File: src/rtl/bus_pkg.sv
// bus_pkg: shared definitions for the bus arbiter.
//   arb_state_e            - arbiter FSM encoding (IDLE=0, BUSY=1, RELEASE=2)
//   DEFAULT_TIMEOUT_CYCLES - default watchdog limit in BUSY cycles
//   rr_index()             - round-robin candidate index helper
package bus_pkg;

  typedef enum logic [1:0] {
    ST_IDLE    = 2'd0,
    ST_BUSY    = 2'd1,
    ST_RELEASE = 2'd2
  } arb_state_e;

  localparam int DEFAULT_TIMEOUT_CYCLES = 1024;

  // Index of the off-th candidate after 'last', wrapping at n-1 back to 0.
  // Callers guarantee last < n and off < n, so a single subtraction wraps.
  function automatic int unsigned rr_index(input int unsigned last,
                                           input int unsigned off,
                                           input int unsigned n);
    int unsigned s;
    s = last + off + 1;
    if (s >= n) s = s - n;
    return s;
  endfunction

endpackage

File: src/rtl/bus_arbiter_rr_picker.sv
// rr_picker: combinational round-robin selector.
// Ports:
//   req    in  NUM_MASTERS  request vector
//   last   in  ID_W         previous winner; search starts at last+1
//   found  out 1            any request present
//   winner out ID_W         first requesting index at or after last+1 (wrapping)
module rr_picker
  import bus_pkg::*;
#(
  parameter int NUM_MASTERS = 2,
  parameter int ID_W        = $clog2(NUM_MASTERS)
) (
  input  logic [NUM_MASTERS-1:0] req,
  input  logic [ID_W-1:0]        last,
  output logic                   found,
  output logic [ID_W-1:0]        winner
);

  // cand_hit[k] : the master k positions after 'last' (+1) is requesting.
  logic [NUM_MASTERS-1:0] cand_hit;

  for (genvar gi = 0; gi < NUM_MASTERS; gi++) begin : g_cand
    assign cand_hit[gi] = req[ID_W'(rr_index(32'(last), gi, NUM_MASTERS))];
  end

  // Walk from the farthest candidate to the nearest so the nearest hit wins.
  always_comb begin
    found  = |cand_hit;
    winner = '0;
    for (int i = NUM_MASTERS - 1; i >= 0; i--) begin
      if (cand_hit[i]) begin
        winner = ID_W'(rr_index(32'(last), i, NUM_MASTERS));
      end
    end
  end

endmodule

File: src/rtl/bus_arbiter.sv
// bus_arbiter: round-robin owner selection for the shared serial bus.
// One master is granted at a time; the grant is held until 'done' or until
// the owner drops its request, followed by one turnaround cycle (RELEASE).
// Optional watchdog: define ARB_TIMEOUT_EN to build the BUSY-cycle counter
// that forces a release after TIMEOUT_CYCLES cycles and pulses 'timeout'.
// Ports:
//   clk       in  1            rising-edge clock
//   reset     in  1            synchronous, active-high
//   req       in  NUM_MASTERS  per-master request, held for the transaction
//   done      in  1            transaction-complete pulse (tx_done | rx_done)
//   grant     out NUM_MASTERS  one-hot grant, zero when nobody owns the bus
//   grant_id  out ID_W         index of the owner; holds when grant is zero
//   bus_busy  out 1            a grant is active
//   timeout   out 1            one-cycle pulse on a watchdog release
// All outputs are registered.
module bus_arbiter
  import bus_pkg::*;
#(
  parameter int NUM_MASTERS    = 2,
  parameter int TIMEOUT_CYCLES = DEFAULT_TIMEOUT_CYCLES,
  parameter int ID_W           = $clog2(NUM_MASTERS)
) (
  input  logic                   clk,
  input  logic                   reset,
  input  logic [NUM_MASTERS-1:0] req,
  input  logic                   done,
  output logic [NUM_MASTERS-1:0] grant,
  output logic [ID_W-1:0]        grant_id,
  output logic                   bus_busy,
  output logic                   timeout
);

  if (NUM_MASTERS < 2 || TIMEOUT_CYCLES < 2 || ID_W < 1) begin : g_param_check
    $error("bus_arbiter: NUM_MASTERS and TIMEOUT_CYCLES must be at least 2");
  end

  localparam logic [ID_W-1:0] LAST_RESET = ID_W'(NUM_MASTERS - 1);

  arb_state_e             state_q, state_d;
  logic [ID_W-1:0]        last_q, last_d;
  logic [NUM_MASTERS-1:0] grant_q, grant_d;
  logic [ID_W-1:0]        grant_id_q, grant_id_d;
  logic                   bus_busy_q, bus_busy_d;
  logic                   timeout_q, timeout_d;

  logic                   pick_found;
  logic [ID_W-1:0]        pick_id;
  logic                   wd_expire;

  rr_picker #(
    .NUM_MASTERS (NUM_MASTERS),
    .ID_W        (ID_W)
  ) u_picker (
    .req    (req),
    .last   (last_q),
    .found  (pick_found),
    .winner (pick_id)
  );

`ifdef ARB_TIMEOUT_EN
  localparam int WD_W = $clog2(TIMEOUT_CYCLES);

  logic [WD_W-1:0] wd_cnt_q, wd_cnt_d;

  // Counter is zero whenever the bus is not BUSY, so it starts from zero on
  // every BUSY entry and counts completed BUSY cycles.
  always_comb begin
    wd_cnt_d = '0;
    if (state_q == ST_BUSY) begin
      wd_cnt_d = wd_cnt_q + 1'b1;
    end
  end

  always_ff @(posedge clk) begin
    if (reset) begin
      wd_cnt_q <= '0;
    end else begin
      wd_cnt_q <= wd_cnt_d;
    end
  end

  assign wd_expire = (wd_cnt_q == WD_W'(TIMEOUT_CYCLES - 1));
`else
  assign wd_expire = 1'b0;
`endif

  always_comb begin
    state_d    = state_q;
    last_d     = last_q;
    grant_d    = grant_q;
    grant_id_d = grant_id_q;
    bus_busy_d = bus_busy_q;
    timeout_d  = 1'b0;

    unique case (state_q)
      ST_IDLE: begin
        if (pick_found) begin
          state_d          = ST_BUSY;
          grant_d          = '0;
          grant_d[pick_id] = 1'b1;
          grant_id_d       = pick_id;
          last_d           = pick_id;
          bus_busy_d       = 1'b1;
        end
      end

      ST_BUSY: begin
        // Normal completion (done or abandon) takes precedence over the
        // watchdog, so a coincident done never reports a timeout.
        if (done || !req[grant_id_q]) begin
          state_d    = ST_RELEASE;
          grant_d    = '0;
          bus_busy_d = 1'b0;
        end else if (wd_expire) begin
          state_d    = ST_RELEASE;
          grant_d    = '0;
          bus_busy_d = 1'b0;
          timeout_d  = 1'b1;
        end
      end

      ST_RELEASE: begin
        state_d = ST_IDLE;
      end

      default: begin
        state_d    = ST_IDLE;
        grant_d    = '0;
        bus_busy_d = 1'b0;
      end
    endcase
  end

  always_ff @(posedge clk) begin
    if (reset) begin
      state_q    <= ST_IDLE;
      last_q     <= LAST_RESET;
      grant_q    <= '0;
      grant_id_q <= '0;
      bus_busy_q <= 1'b0;
      timeout_q  <= 1'b0;
    end else begin
      state_q    <= state_d;
      last_q     <= last_d;
      grant_q    <= grant_d;
      grant_id_q <= grant_id_d;
      bus_busy_q <= bus_busy_d;
      timeout_q  <= timeout_d;
    end
  end

  assign grant    = grant_q;
  assign grant_id = grant_id_q;
  assign bus_busy = bus_busy_q;
  assign timeout  = timeout_q;

endmodule

File: config.mk
export PLATFORM = sky130hd
export DESIGN_NAME = bus_arbiter
export DESIGN_NICKNAME = d
export VERILOG_FILES = /design/src/rtl/bus_pkg.sv /design/src/rtl/bus_arbiter_rr_picker.sv /design/src/rtl/bus_arbiter.sv
export SDC_FILE = /design/constraint.sdc
export NUM_CORES = 1
export LEC_CHECK = 0
export CORE_AREA = 5 5 42 44
export CTS_CLUSTER_DIAMETER = 200
export DETAILED_ROUTE_END_ITERATION = 6
export DIE_AREA = 0 0 47 49
export SYNTH_ARGS = -nofsm -noshare
export SYNTH_HDL_FRONTEND = slang
export SYNTH_SLANG_ARGS = --single-unit
File: constraint.sdc
create_clock -name clk -period 1.7 [get_ports clk]
set_input_delay 0.34 -clock clk [delete_from_list [all_inputs] [get_ports clk]]
set_output_delay 0.34 -clock clk [all_outputs]
set_load 0.02 [all_outputs]
==> results of run 1 <==
[cell families (layout without fill, tap and decap cells)]
kind of cell	after synthesis	in the layout	share of synthesized area, %
simple gates	13	13	25.00
compound gates	12	12	25.37
flops	7	7	41.18
buf+inv	3	16	4.413
other cells	1	1	1.102
mux	1	1	2.941
[final cells by class]
cell class	count	area [um2]
Sequential cell	7	140.1
Clock buffer	4	26.28
Timing Repair Buffer	10	95.09
Inverter	2	7.507
Tap cell	16	20.02
Multi-Input combinational cell	27	185.2
Fill cell	165	927.1
[through the flow]
stage	hold slack, ps	std cells	cell area, um2	setup WS [ps]
after floorplan	412.1	37	340.3	512.8
after global placement	494.8	62	447.9	128.4
after detailed placement	500.1	62	447.9	142.8
after CTS	514.5	66	474.2	116.8
after global routing	560.1	66	474.2	85.03
final	510.4	66	474.2	135.2
[worst max path at each step]
stage                                     start                 endpoint  slack, ps
final                     grant_id$_SDFFE_PP0P_                 grant_id        140
after global routing      grant_id$_SDFFE_PP0P_                 grant_id         90
after CTS                 grant_id$_SDFFE_PP0P_                 grant_id        120
after detailed placement                 req[0]  state_q[1]$_SDFFE_PP0P_        140
after global placement                   req[0]  state_q[1]$_SDFFE_PP0P_        130
after floorplan           grant[1]$_SDFFE_PP0P_    grant[1]$_SDFFE_PP0P_        510
[flip-flops by register name (all words and copies together), names as in the netlist]
signal	flops
grant	2
state_q	2
bus_busy	1
grant_id	1
last_q	1
[cells in the final DEF (no fill, tap or decap), types with 2 or more instances in the layout]
cell type / n
clkbuf_4: 3
buf_4: 2
dfxtp_1: 7
and2_1: 2
o21bai_1: 2
inv_1: 2
a21oi_1: 2
nand2b_1: 2
nor2_1: 3
clkdlybuf4s50_1: 8
o22ai_1: 2
[synth_stat cells]
cell	number	share of area (%)
a21boi_0	1	2.2
a21oi_1	2	2.9
a311oi_1	1	2.6
and2_1	2	3.7
and2b_2	1	2.6
and3_1	1	1.8
buf_4	1	2.2
conb_1	1	1.1
dfxtp_1	7	41
inv_1	2	2.2
mux2i_1	1	2.9
nand2b_1	2	3.7
nand4bb_1	1	3.3
nor2_1	3	3.3
nor4_1	1	1.8
o21ai_1	1	1.5
o21ba_2	1	2.9
o21bai_1	2	4.4
o221ai_1	1	2.6
o22ai_1	2	3.7
o2bb2ai_1	1	2.6
or2_1	1	1.8
or4b_1	1	2.9
[metal layers]
metal  vias up  part of all wire (%)
met3         0                   5.5
met2         6                    44
met1       135                    51
li1        160                     -
met4         0                     0
met5         -                     0
[where the power goes]
| part | switching, mW | internal, mW | total [mW] |
|---|---|---|---|
| Sequential | 0.0133 | 0.180 | 0.193 |
| Clock | 0.0660 | 0.0899 | 0.156 |
| Combinational | 0.0450 | 0.0522 | 0.0972 |
==> results.yml, run 1 <==
status:
  status: "complete, no violations"
sta:
  grt_setup_unrepaired: "no"
  final.min_clock_period_ps: 1565
  fin_crit_sh_pct: 92.05
  maxSlewViolCount: 0
  finClkSkew_ps: 1.100
  fmax_ghz: 0.6391
  setup_viol: 0
  final_hold_viol_count: 0
  fin_tns_setup_ps: 0
grt:
  grt_pass1_vias: 300
  antenna_found_initial: 0
  met3_usage_pct: 3.321
  grt_util_met1_pct: 9.692
  grt_max_degree: 9
  busiest_layer: "met1"
  grt_pass1_wl_um: 1221
  grt_util_met2_pct: 9.502
  grt_usage_pct: 7.329
  grt_overflow: 0
worst_setup_path:
  setup.worst_path.end_class: "output port"
  startpoint_type: "flip-flop"
  r2r_start: "grant[1]$_SDFFE_PP0P_"
  worstSetupPathType: "reg -> out"
  cp.depth: 1
  critPathTopFamily: "buffers and inverters"
  crit_arrival_ps: 1220
  reg2reg_depth: 3
  cp_slowest_cell: "clkdlybuf4s50_1"
  cp_max_fo: 3
  regToRegSetupSlack_ps: 590
  crit_buf_inv: 1
  crit_chain: "clkdlybuf4s50_1"
  r2r_end: "grant[1]$_SDFFE_PP0P_"
  cp.required_ps: 1360
  max_stage_delay_ps: 620
clocking:
  cts_hold_buf: 0
  cts_root_buf: "clkbuf_4"
  clockBufferDepth: 2
  postCtsSetupBuffers: 0
  htreeDepth: 1
  cts_resized: 0
  cts_tree: "done"
  path_clk_slew_ps: 60
  cts_num_sinks: 7
  insertion_delay_ps: 250
  cts-buffers-inserted: 3
die:
  pin_count: 10
  core_area_um2: 1401
  start_util_pct: 24.29
  dieWidth_um: 47
  dieArea_um2: 2303
  num_rows: 14
  fp.dieH_um: 49
yosys:
  avgSynthCellArea_um2: 9.198
  synthCells: 37
  yosysSeqAreaShare_pct: 41.18
  synth_seq_cells: 7
  synth_nets: 42
  synth_cell_type_count: 23
  yosys_warnings: 0
  syn-cell-area_um2: 340.3
routing:
  vias_per_cell: 4.561
  drt_pass1_iterations: 4
  drtIter0Drc: 8
  drt_wl_total_um: 712
  drc: 0
  postRouteAntennaNets: 0
  wl_per_cell_um: 10.79
  vias: 301
job:
  cap_violations: 0
cells_and_area:
  utilization_pct: 33.84
  diodes: 0
  drive_gt1_share_pct: 14.00
  area_growth_syn_to_layout_pct: 39.34
  fin_nets: 56
power:
  p_total_mw: 0.4462
  power_density_nw_per_um2: 940.9
  ir_worst_vdd_uv: 488.2
  leakage_nw: 0.1766
placed_design:
  place.gp.congestion: 0.7296
  dp_hpwl_um: 559.1
  portBuffers: 8
min_path:
  hold_depth: 2
  min_to: "last_q$_SDFFE_PP1P_"
  hp-start: "last_q$_SDFFE_PP1P_"
  worstHoldPathType: "reg -> reg"
Power figures use the tool's default switching activity.
==> run 2: changes to the inputs <==
SYNTH_HIERARCHICAL = 1   (was not set)
==> run 2 against run 1 <==
Effect of this change:
- combinational power increased by 2.4%
- final cell count decreased by 6.1%
- maximum frequency decreased by 1.2%
- global-route usage fell by 0.27 points
- first-iteration DRC count down 25%
- clock power decreased by 3%
- non-clock buffer count did not move
- sequential power about the same
- register-to-register slack lost 70 ps
==> results.yml, run 2 <==
routing:
  drc: 0
  postRouteAntennaNets: 0
  drtIter0Drc: 6
  wl_per_cell_um: 10.73
  vias: 273
  drt_pass1_iterations: 2
  drt_wl_total_um: 665
  vias_per_cell: 4.403
worst_setup_path:
  critPathTopFamily: "buffers and inverters"
  crit_chain: "clkdlybuf4s50_1"
  cp_max_fo: 3
  crit_arrival_ps: 1240
  worstSetupPathType: "reg -> out"
  crit_buf_inv: 1
  startpoint_type: "flip-flop"
  max_stage_delay_ps: 620
  cp.required_ps: 1360
  cp_slowest_cell: "clkdlybuf4s50_1"
  setup.worst_path.end_class: "output port"
die:
  core_area_um2: 1401
  pin_count: 10
  fp.dieH_um: 49
  dieArea_um2: 2303
  num_rows: 14
  dieWidth_um: 47
  start_util_pct: 23.04
clocking:
  path_clk_slew_ps: 50
  htreeDepth: 1
  cts_tree: "done"
  cts_num_sinks: 7
  cts-buffers-inserted: 3
  cts_hold_buf: 0
  insertion_delay_ps: 250
  clockBufferDepth: 2
  cts_root_buf: "clkbuf_4"
  cts_resized: 0
  postCtsSetupBuffers: 0
yosys:
  ys_async_sr_fraction_pct: 0
  yosysTopAreaCell: "dfxtp_1"
  synthCells: 34
  avgSynthCellArea_um2: 9.494
  synth_seq_cells: 7
  synth.area.top_cells: "dfxtp_1 43%, a211oi_2 7.8%, a21oi_1 6.2%"
  synth-edff-count: 0
  yosysSeqAreaShare_pct: 43.41
  yosys_warnings: 6
  synth_nets: 39
  syn-cell-area_um2: 322.8
  synth.top_cell.area_share_pct: 43.41
  yosys-top-cells-count: "7 x dfxtp_1, 4 x a21oi_1, 3 x nand2_1, 3 x nand2b_1"
  synth_cell_type_count: 18
  synth_top_flop_cell: "dfxtp_1"
  yosysMostFrequentCell: "dfxtp_1"
power:
  leakage_nw: 0.1668
  combPwrFrac_pct: 22.4
  net-switching-power_mw: 0.1208
  p_seq_share_pct: 43.4
  swShare_pct: 27.18
  ir_worst_vdd_uv: 334.2
  clkPwrFrac_pct: 34.3
  p_int_mw: 0.3235
  power_density_nw_per_um2: 980.8
cells_and_area:
  fillCellCount: 157
  finalNonFillerCells: 62
  fin_area_um2: 452.9
  drive_gt1_share_pct: 19.57
  layout_common_cells: "8 x clkdlybuf4s50_1, 7 x dfxtp_1, 4 x a21oi_1"
  fin_nets: 52
  layout_commonest_cell: "clkdlybuf4s50_1"
  seq_area_um2: 140.1
  area_growth_syn_to_layout_pct: 40.31
  multi_input_area_um2: 167.7
  diodes: 0
sta:
  final_hold_viol_count: 0
  maxSlewViolCount: 0
  fin_crit_sh_pct: 93.14
  final.min_clock_period_ps: 1583
  finClkSkew_ps: 3.218
  setup_viol: 0
  fmax_ghz: 0.6315
  fin_tns_setup_ps: 0
  grt_setup_unrepaired: "no"
grt:
  grt_pass1_vias: 262
  grt_overflow: 0
  grt_pass1_wl_um: 1076
  grt_max_degree: 9
  antenna_found_initial: 0
  grt_usage_pct: 7.057
placed_design:
  dp_hpwl_um: 509.4
  dpl.cell_count: 58
  placed_cell_area_um2: 426.7
  place.gp.congestion: 0.6685
  portBuffers: 8
job:
  cap_violations: 0
min_path:
  worstHoldPathType: "reg -> reg"
status:
  status: "complete, no violations"
[run 2: area by class of cell]
class                      count  area share [%]
timing repair buffer          10           20.99
inverter                       1          0.8287
sequential                     7           30.94
tap                           16           4.420
multi-input combinational     24           37.02
clock buffer                   4           5.801
[run 2: final timing paths]
path                            from               endpoint  slack, ps  cells after the start
min              last_q$_SDFFE_PP1P_    last_q$_SDFFE_PP1P_        490                      2
min reg2reg      last_q$_SDFFE_PP1P_    last_q$_SDFFE_PP1P_        490                      2
max reg2reg  state_q[0]$_SDFFE_PP0P_  bus_busy$_SDFFE_PP0P_        520                      3
max            grant_id$_SDFFE_PP0P_               grant_id        120                      1
[run 2: stage by stage]
step / setup slack (ps) / power (mW) / hold slack [ps] / util (%)
finish: 116.6 / 0.4443 / 487.7 / 32.32
global placement: -66.78 / 0.2954 / 451.5 / 30.45
floorplan: 473.4 / 0.2543 / 431.9 / -
detailed placement: -88.58 / 0.2967 / 473.7 / 30.45
CTS: 90.92 / 0.4585 / 491.1 / 32.32
global route: 70.09 / 0.4721 / 529.9 / 32.32
[run 2: layer usage]
metal  part of all wire, %  track usage, %  routed length, um
met4                   6.2           11.06                 41
met1                    46           7.965                306
met5                     0               0                  0
met2                    41           8.145                273
met3                   6.6           1.476                 44
[run 2: cell families (layout without fill, tap and decap cells)]
group	count (synthesis)	count (layout)	synth area share [%]
AOI/OAI and AO/OA	9	9	21.32
buffers and inverters	3	15	4.650
DFF	7	7	43.41
muxes	2	2	6.202
other	1	1	1.162
and+or+nand+nor	12	12	23.26
[run 2: power groups by stage]
stage,registers (mW),clock network [mW],logic (mW)
after floorplan,0.204,0,0.0500
after global placement,0.196,0,0.0992
after detailed placement,0.196,0,0.101
after CTS,0.193,0.165,0.101
after global routing,0.195,0.168,0.109
final,0.193,0.152,0.0995
[run 2: tightest hold or removal path, stage by stage (launching register included)]
cell     delay, ps
dfxtp_1        330
a21oi_1         70
nand2_1         60
==> run 3: changes to the inputs <==
CTS_CLUSTER_SIZE = 28   (was not set)
==> results of run 3 <==
No change in the layout: final DEF, timing and power equal those of run 2.
